==> src/rtl/pulse_timing_pkg.sv <==
// Shared types for the trigger->response timing checker: check modes, error codes, channel FSM.
package pulse_timing_pkg;

    localparam int unsigned MODE_W = 2;
    localparam int unsigned CODE_W = 2;

    typedef enum logic [MODE_W-1:0] {
        ModeExact  = 2'd0,
        ModeWindow = 2'd1,
        ModeForbid = 2'd2,
        ModeOff    = 2'd3
    } mode_t;

    typedef enum logic [CODE_W-1:0] {
        ErrNone    = 2'd0,
        ErrEarly   = 2'd1,
        ErrLate    = 2'd2,
        ErrOverlap = 2'd3
    } err_code_t;

    // A forbidden-window hit shares its code with EARLY.
    localparam err_code_t ErrHit = ErrEarly;

    typedef logic ch_state_t;
    localparam ch_state_t StIdle = 1'b0;
    localparam ch_state_t StWait = 1'b1;

    typedef struct packed {
        logic      done;
        logic      fail;
        err_code_t code;
    } verdict_t;

endpackage

==> src/rtl/pulse_timing_channel.sv <==
// One checker channel: edge detection, elapsed counter, IDLE/WAIT FSM and error status.
module pulse_timing_channel
    import pulse_timing_pkg::*;
#(
    parameter int unsigned DLY_W    = 8,
    parameter int unsigned ERRCNT_W = 16
) (
    input  logic                clk,
    input  logic                rst,
    input  logic                first_i,
    input  logic                second_i,
    input  logic [MODE_W-1:0]   mode_i,
    input  logic [DLY_W-1:0]    dly_min_i,
    input  logic [DLY_W-1:0]    dly_max_i,
    input  logic                disable_i,
    input  logic                clr_i,
    output logic                pass_o,
    output logic                err_o,
    output logic [CODE_W-1:0]   err_code_o,
    output logic                err_sticky_o,
    output logic [ERRCNT_W-1:0] err_cnt_o
);

    typedef logic [DLY_W:0] elapsed_t;
    localparam elapsed_t ElapsedMax = '1;
    localparam elapsed_t ElapsedOne = elapsed_t'(1);

    logic                first_q, second_q;
    logic                rise_first, rise_second;
    ch_state_t           state_q, state_d;
    elapsed_t            elapsed_q, elapsed_d;
    mode_t               mode_q, mode_d, mode_in;
    logic [DLY_W-1:0]    min_q, min_d, max_q, max_d;
    verdict_t            verdict;
    logic                pass_d, err_d;
    err_code_t           code_d, code_q;
    logic                pass_q, err_q, sticky_q;
    logic [ERRCNT_W-1:0] cnt_q;

    function automatic verdict_t judge(input mode_t mode, input logic [DLY_W-1:0] dmin,
                                       input logic [DLY_W-1:0] dmax, input elapsed_t el,
                                       input logic sec);
        verdict_t v;
        elapsed_t lo, hi;
        lo     = {1'b0, dmin};
        hi     = {1'b0, dmax};
        v.done = 1'b0;
        v.fail = 1'b0;
        v.code = ErrNone;
        case (mode)
            ModeExact: begin
                if (sec) begin
                    v.done = 1'b1;
                    if (el != lo) begin
                        v.fail = 1'b1;
                        v.code = (el < lo) ? ErrEarly : ErrLate;
                    end
                end else if (el == lo + ElapsedOne) begin
                    v.done = 1'b1;
                    v.fail = 1'b1;
                    v.code = ErrLate;
                end
            end
            ModeWindow: begin
                if (sec) begin
                    v.done = 1'b1;
                    if (el < lo || el > hi) begin
                        v.fail = 1'b1;
                        v.code = (el < lo) ? ErrEarly : ErrLate;
                    end
                end else if (el == hi + ElapsedOne) begin
                    v.done = 1'b1;
                    v.fail = 1'b1;
                    v.code = ErrLate;
                end
            end
            ModeForbid: begin
                if (sec) begin
                    v.done = 1'b1;
                    if (el >= lo && el <= hi) begin
                        v.fail = 1'b1;
                        v.code = ErrHit;
                    end
                end else if (el == hi + ElapsedOne) begin
                    v.done = 1'b1;
                end
            end
            default: ;
        endcase
        return v;
    endfunction

    assign rise_first  = first_i & ~first_q;
    assign rise_second = second_i & ~second_q;
    assign mode_in     = mode_t'(mode_i);

    always_comb begin
        state_d   = state_q;
        elapsed_d = elapsed_q;
        mode_d    = mode_q;
        min_d     = min_q;
        max_d     = max_q;
        pass_d    = 1'b0;
        err_d     = 1'b0;
        code_d    = ErrNone;
        verdict   = '0;
        if (disable_i) begin
            state_d = StIdle;
        end else if (state_q == StIdle) begin
            if (rise_first && mode_in != ModeOff) begin
                mode_d  = mode_in;
                min_d   = dly_min_i;
                max_d   = dly_max_i;
                // A response on the trigger edge itself is judged at elapsed 0.
                verdict = judge(mode_in, dly_min_i, dly_max_i, '0, rise_second);
                if (verdict.done) begin
                    pass_d = ~verdict.fail;
                    err_d  = verdict.fail;
                    code_d = verdict.code;
                end else begin
                    state_d   = StWait;
                    elapsed_d = ElapsedOne;
                end
            end
        end else begin
            verdict = judge(mode_q, min_q, max_q, elapsed_q, rise_second);
            if (rise_first) begin
                // Retrigger: whatever the old window decided, OVERLAP owns the single pulse.
                err_d     = 1'b1;
                code_d    = ErrOverlap;
                mode_d    = mode_in;
                min_d     = dly_min_i;
                max_d     = dly_max_i;
                elapsed_d = ElapsedOne;
                state_d   = (mode_in == ModeOff) ? StIdle : StWait;
            end else if (verdict.done) begin
                pass_d  = ~verdict.fail;
                err_d   = verdict.fail;
                code_d  = verdict.code;
                state_d = StIdle;
            end else if (elapsed_q != ElapsedMax) begin
                elapsed_d = elapsed_q + ElapsedOne;
            end
        end
    end

    always_ff @(posedge clk or posedge rst) begin
        if (rst) begin
            first_q   <= 1'b0;
            second_q  <= 1'b0;
            state_q   <= StIdle;
            elapsed_q <= '0;
            mode_q    <= ModeExact;
            min_q     <= '0;
            max_q     <= '0;
        end else begin
            first_q   <= first_i;
            second_q  <= second_i;
            state_q   <= state_d;
            elapsed_q <= elapsed_d;
            mode_q    <= mode_d;
            min_q     <= min_d;
            max_q     <= max_d;
        end
    end

    always_ff @(posedge clk or posedge rst) begin
        if (rst) begin
            pass_q   <= 1'b0;
            err_q    <= 1'b0;
            code_q   <= ErrNone;
            sticky_q <= 1'b0;
            cnt_q    <= '0;
        end else begin
            pass_q <= pass_d;
            err_q  <= err_d;
            if (err_d) begin
                code_q <= code_d;
            end else if (clr_i) begin
                code_q <= ErrNone;
            end
            // Clear beats a coincident error for the accumulated status.
            if (clr_i) begin
                sticky_q <= 1'b0;
                cnt_q    <= '0;
            end else if (err_d) begin
                sticky_q <= 1'b1;
                if (cnt_q != '1) begin
                    cnt_q <= cnt_q + 1'b1;
                end
            end
        end
    end

    assign pass_o       = pass_q;
    assign err_o        = err_q;
    assign err_code_o   = code_q;
    assign err_sticky_o = sticky_q;
    assign err_cnt_o    = cnt_q;

endmodule

==> config.mk <==
export PLATFORM = sky130hd
export DESIGN_NAME = pulse_timing_channel
export DESIGN_NICKNAME = d
export VERILOG_FILES = /design/src/rtl/pulse_timing_pkg.sv /design/src/rtl/pulse_timing_channel.sv
export SDC_FILE = /design/constraint.sdc
export NUM_CORES = 1
export LEC_CHECK = 0
export ABC_AREA = 1
export ABC_CLOCK_PERIOD_IN_PS = 2900
export BUFFER_PORTS_ARGS = -buffer_cell sky130_fd_sc_hd__buf_2
export CAP_MARGIN = 20
export CORE_MARGIN = 2
export CORE_UTILIZATION = 49
export DETAILED_ROUTE_END_ITERATION = 16
export PLACE_DENSITY = 0.69
export RECOVER_POWER = 100
export SLEW_MARGIN = 20
export SYNTH_ARGS = -nofsm -noshare
export SYNTH_HDL_FRONTEND = slang
export SYNTH_SLANG_ARGS = --single-unit
==> constraint.sdc <==
create_clock -name clk -period 2.9 [get_ports clk]
set_input_delay 0.58 -clock clk [delete_from_list [all_inputs] [get_ports clk]]
set_output_delay 0.58 -clock clk [all_outputs]
set_load 0.05 [all_outputs]
# Word-level counts from Yosys, hierarchy flattened
# Cells that the tools add are included.
[totals] in_bits=24 out_inout_bits=21 regBits=51 elab_cells=136
[op_classes] eq_ne=15 muxes=76 n_reduce_logical=14 magnitude_cmp=6 addsub=6 bitwise=7
[ops] op="$mux W9" count=6
[ops] op="$mux W4" count=13
[ops] op="$mux W16" count=3
[ops] op="$mux W8" count=6
[ops] op="$add A8 B1 Y9 const B" count=4
[ops] op="$mux W2" count=13
[ops] op="$mux W1" count=25
[ops] op="$mux W3" count=8
[ops] op="$pmux W4 S3" count=2
[ops] op="$eq A9 B9 Y1" count=2
[ops] op="$logic_not A9 Y1" count=2
[ops] op="$add A16 B1 Y16 const B" count=1
[ops] op="$ne A16 B16 Y1 const B" count=1
[ops] op="$add A9 B1 Y9 const B" count=1
[ops] op="$ge A9 B8 Y1" count=1
[ops] op="$gt A9 B8 Y1" count=1
[ops] op="$le A9 B8 Y1" count=1
[ops] op="$lt A9 B8 Y1" count=1
[ops] op="$ne A9 B8 Y1" count=1
[ops] op="$ne A9 B9 Y1 const B" count=1
[ops] op="$ge A1 B8 Y1 const A" count=1
[ops] op="$lt A1 B8 Y1 const A" count=1
[ops] op="$reduce_bool A8 Y1" count=1
[ops] op="$eq A2 B2 Y1 const B" count=3
[ops] op="other kinds (13)" count=25

# Longest topological paths before layout
[depth] ltp_word=14 depth_mapped=19

# Worst setup path after synthesis
# Ideal clock, no wire load.
[synth_path] path_kind="register -> register" start="register cnt_q[0] (netlist: err_cnt_o[0])" end="register cnt_q[0] (netlist: err_cnt_o[0])" t_arrival_ns=2.306 path_stages_with_launch=14 path_buffers=1 required_time_ns=2.782 setup_time_ns=0.118 setup_slack_ns=0.477 cell_sequence="dfrtp_1 ha_1 nand2_1 nor3_2 nand2_1 nor2_2 nand2_1 nor2_2 inv_2 nor2_2 nand3_2 buf_2 nand3_1 nand2_2"
[synth_via] elab_chain_len=4 elab_cells_between_ends=7 cone_classes="add/sub (1); eq/ne (1); mux (3); reduce/logical (2)"
[synth_rtl] item="start: declaration" line_no="pulse_timing_channel.sv:38" rtl="logic [ERRCNT_W-1:0] cnt_q;"
[synth_rtl] item="start signal: assignment" line_no="pulse_timing_channel.sv:189" rtl="cnt_q <= cnt_q + 1'b1;"
[synth_rtl] item="$add A16 B1 Y16" line_no="pulse_timing_channel.sv:189"
[synth_rtl] item="$mux W16" line_no="pulse_timing_channel.sv:188" rtl="if (cnt_q != '1) begin"
[synth_rtl] item="$mux W16" line_no="pulse_timing_channel.sv:186" rtl="end else if (err_d) begin"
[synth_rtl] item="$mux W16" line_no="pulse_timing_channel.sv:183" rtl="if (clr_i) begin"
# Several ways; a longest one is shown, not always the timed one. The select of a mux whose other input is x is not followed.
# A chain may end at the register's enable or synchronous reset.

# Worst setup path after layout
[layout_path] start="register elapsed_q[0]" end="register cnt_q[15] (netlist: err_cnt_o[15])"
[layout_via] elab_chain_len=13 elab_cells_between_ends=28 cone_classes="order compare (4); eq/ne (3); mux (17); reduce/logical (4)"
[layout_rtl] item="start: declaration" line_no="pulse_timing_channel.sv:31" rtl="elapsed_t elapsed_q, elapsed_d;"
[layout_rtl] item="start signal: assignment" line_no="pulse_timing_channel.sv:160" rtl="elapsed_q <= elapsed_d;"
[layout_rtl] item="$ge A9 B8 Y1, or another cell as far along" line_no="pulse_timing_channel.sv:80" rtl="if (el >= lo && el <= hi) begin"
[layout_rtl] item="$logic_and A1 B1 Y1 or $logic_or A1 B1 Y1 (tied branches)" line_no="pulse_timing_channel.sv:80, pulse_timing_channel.sv:67"
[layout_rtl] item="$mux W3, on equally long branches" line_no="pulse_timing_channel.sv:80, pulse_timing_channel.sv:67"
[layout_rtl] item="$mux W3 or $mux W4 (tied branches)" line_no="pulse_timing_channel.sv:78, pulse_timing_channel.sv:65"
[layout_rtl] item="$pmux W4 S3 *" line_no="pulse_timing_channel.sv:50" rtl="case (mode)"
[layout_rtl] item="$mux W4 *" line_no="pulse_timing_channel.sv:109" rtl="end else if (state_q == StIdle) begin"
[layout_rtl] item="$mux W4 *" line_no="pulse_timing_channel.sv:107" rtl="if (disable_i) begin"
[layout_rtl] item="$mux W1 *" line_no="pulse_timing_channel.sv:136" rtl="end else if (verdict.done) begin"
[layout_rtl] item="$mux W1 *" line_no="pulse_timing_channel.sv:127" rtl="if (rise_first) begin"
[layout_rtl] item="$mux W1 *" line_no="pulse_timing_channel.sv:109"
[layout_rtl] item="$mux W1 *" line_no="pulse_timing_channel.sv:107"
[layout_rtl] item="$reduce_bool A2 Y1 (no line) *"
[layout_rtl] item="$reduce_and A2 Y1 (no line) *"
# Every way passes the cells marked *; elsewhere a longest branch is shown, timed or not. The select of a mux whose other input is x is not followed.

==> run metrics <==
status completed; Max Clock Freq 381.8 MHz; min-delay src second_i; setup repair bufs after CTS 0; Rel. slew slack 0.1360; R2R depth 16; Clock Root Buffer clkbuf_8; vias per cell 5.073; die area 0.008550 mm²; PortBufs 44; CTS tree built; Period minus WS final 2.619 ns; top cell family by delay on the critical path simple AND/OR/NAND/NOR gates; Worst EP arrival 2.83 ns; DP Wirelength 6745 µm; worst path buffer plus inverter count 2; slew at the pin closest to its max-slew limit 1.296 ns; clk_lat worst skew 0.31 ns; Sum Neg Setup Slack 0 ns; largest net degree at the start of global routing 52; post-synthesis register bit count 51; CP max-delay cell o21ai_0; Cell Chain, Critical Path inv_1 > ha_1 > inv_1 > nand2_1 > nor2_1 > nand3_1 > nor2_1 > nand3_1 > o21ai_0 > nand3_2 > nand3_2 > nand2_4 > nand2_8 > nand2_8 > nand2_1 > nand2_2; Pwr Total 1.937 mW; leading cell type in the layout, fill and taps excluded nand2_1; Antenna Cells 0; synth warn 0; first-pass GRT wire length 15390 µm; Pins Over Slew Limit 0; commonest cells after routing, fill and taps aside nand2_1, inv_1, nor2_1, nand3_1, dfrtp_1; Seq/Total Area, Yosys 0.3328; Post-route DRC 0; Req. time, crit path 3.11 ns; unrepaired setup endpoints after global routing false; Area Overhead vs Synth 8.385%; gpl congestion 0.8734; Setup violations, final 0; Core Footprint 0.007647 mm²; Hold Path Stages 1; chip width 92.47 µm; Post-Synthesis Mean Instance Area 6.935 µm²; pwr dens 466.1 mW/mm²; FP Rows 32; cts bufs inserted 5; initial core utilization 0.5015; clk slew on worst S/H paths 0.10 ns; critical path class register to register; CP Depth 16; VDD IR max 0.2335 mV; I/O Pins 45; hold endpoint second_q; Post-Synthesis Cells 553; drt first pass iters 5; initial antenna violation count 0; clock sinks 51; largest fanout on the critical path 17; via count 3546; layout cells sized above 1 0.1122; max cap viols 0; Worst Hold Class input pin to register; number of fill cells 788; Worst Clk Skew 0.004824 ns; DR WL/cell 12.66 µm; Post-Route WL 8850 µm; DRT iter0 DRCs 256; Max stage delay on crit path 0.44 ns; Syn Std Cell Area 0.003835 mm²; gr ovfl total 0; Final #Nets 642; Post-CTS Hold Fix Bufs 0; All-Layer GR Usage 0.2203; flop-to-flop setup slack 0.28 ns; Post-CTS Resized 0; CP endpoint kind register; post-synthesis cell type count 40; Final period util 0.9031; die height 92.47 µm; CTS max path bufs 2; worst r2r dst err_cnt_o[15]; final hold vios 0; Leak 2.137 nW; Worst setup SP type register; reg2reg start elapsed_q[0]; Detail Route Antenna Nets 0; # H-tree levels 2; syn_nets 598; number of global-route vias before repair 3401
state kept, by name, indices dropped and copies added (netlist names), 2 cells and up:
signal / flops
elapsed_q: 9
mode_q: 2
max_q: 8
min_q: 8
err_code_o: 2
err_cnt_o: 16
per-layer routing:
metal,track usage,vias to the layer above,wire length [µm]
met5,0,-,0
met4,0.05721,0,157
met3,0.03336,15,448
met2,0.3491,90,3939
met1,0.3154,1585,4305
li1,-,1856,-
kinds of logic (layout without fill, tap and decap cells):
group	Yosys count	count (layout)	synth area share
xor+xnor	9	9	0.02056
mux	1	1	0.002936
fa+ha+maj	21	21	0.06851
compound gates	68	68	0.09919
simple gates	311	311	0.3778
flops	51	51	0.3328
buf+inv	92	136	0.09821
cell usage after synthesis:
master    instances  share of area
a211oi_1          1         0.0020
a21oi_1          28          0.037
a21oi_4           2         0.0085
a31oi_1           1         0.0016
and3_1            1         0.0016
buf_12            1         0.0052
buf_2             2         0.0026
buf_4             1         0.0020
buf_6             1         0.0029
clkbuf_1          5         0.0049
clkbuf_2          1         0.0013
dfrtp_1          51           0.33
ha_1             21          0.069
inv_1            78          0.076
inv_2             3         0.0029
mux2_2            1         0.0029
nand2_1         131           0.13
nand2_2          24          0.039
nand2_4           1         0.0029
nand2_8           2          0.010
nand3_1          55          0.072
nand3_2           4          0.010
nand3b_1          1         0.0020
nand4_1          11          0.018
nor2_1           62          0.061
nor2_2            6         0.0098
nor2_4            2         0.0059
nor3_1            7         0.0091
nor3_2            1         0.0026
nor3b_1           1         0.0020
nor4_1            1         0.0016
o211ai_1          1         0.0020
o21a_1            2         0.0039
o21ai_0          19          0.025
o21ai_1          12          0.016
o21ai_2           1         0.0023
o21bai_1          1         0.0020
or3_1             1         0.0016
xnor2_1           2         0.0046
xor2_1            7          0.016
where the power goes:
part / internal, mW / leakage, nW / switching, mW / total, mW
logic: 0.229 / 1.43 / 0.418 / 0.647
clock network: 0.166 / 0.0440 / 0.250 / 0.416
registers: 0.787 / 0.661 / 0.0873 / 0.874
total: 1.18 / 2.14 / 0.755 / 1.94
worst max-delay path by stage:
stage / slack [ns] / end / start
after floorplan: 0.48 / err_cnt_o[0] / err_cnt_o[0]
after global placement: 0.49 / err_cnt_o[13] / err_cnt_o[0]
after detailed placement: 0.42 / err_cnt_o[10] / err_cnt_o[0]
after CTS: 0.39 / err_cnt_o[14] / err_cnt_o[0]
after global routing: 0.07 / err_cnt_o[5] / max_q[0]
final: 0.28 / err_cnt_o[15] / elapsed_q[0]
through the flow:
| stage | utilization | area, µm² | setup WS (ns) | std cells | hold slack, ns |
|---|---|---|---|---|---|
| 2_1_floorplan | - | 3835 | 0.4766 | 553 | 0.4746 |
| 3_3_place_gp | 0.5414 | 4140 | 0.4869 | 692 | 0.4759 |
| 3_5_place_dp | 0.5414 | 4140 | 0.4162 | 692 | 0.5004 |
| 4_1_cts | 0.5522 | 4223 | 0.3949 | 699 | 0.3850 |
| 5_1_grt | 0.5435 | 4156 | 0.07468 | 699 | 0.3909 |
| 6_report | 0.5435 | 4156 | 0.2810 | 699 | 0.3850 |
area by class of cell:
| class | count | area, µm² | share of cell area |
|---|---|---|---|
| tap | 102 | 127.6 | 0.03070 |
| multi-input combinational | 410 | 2153 | 0.5181 |
| sequential | 51 | 1276 | 0.3070 |
| clock buffer | 5 | 68.82 | 0.01656 |
| clock inverter | 2 | 13.76 | 0.003311 |
| timing repair buffer | 48 | 212.7 | 0.05117 |
| inverter | 81 | 304.0 | 0.07315 |
Power figures use the tool's default switching activity.
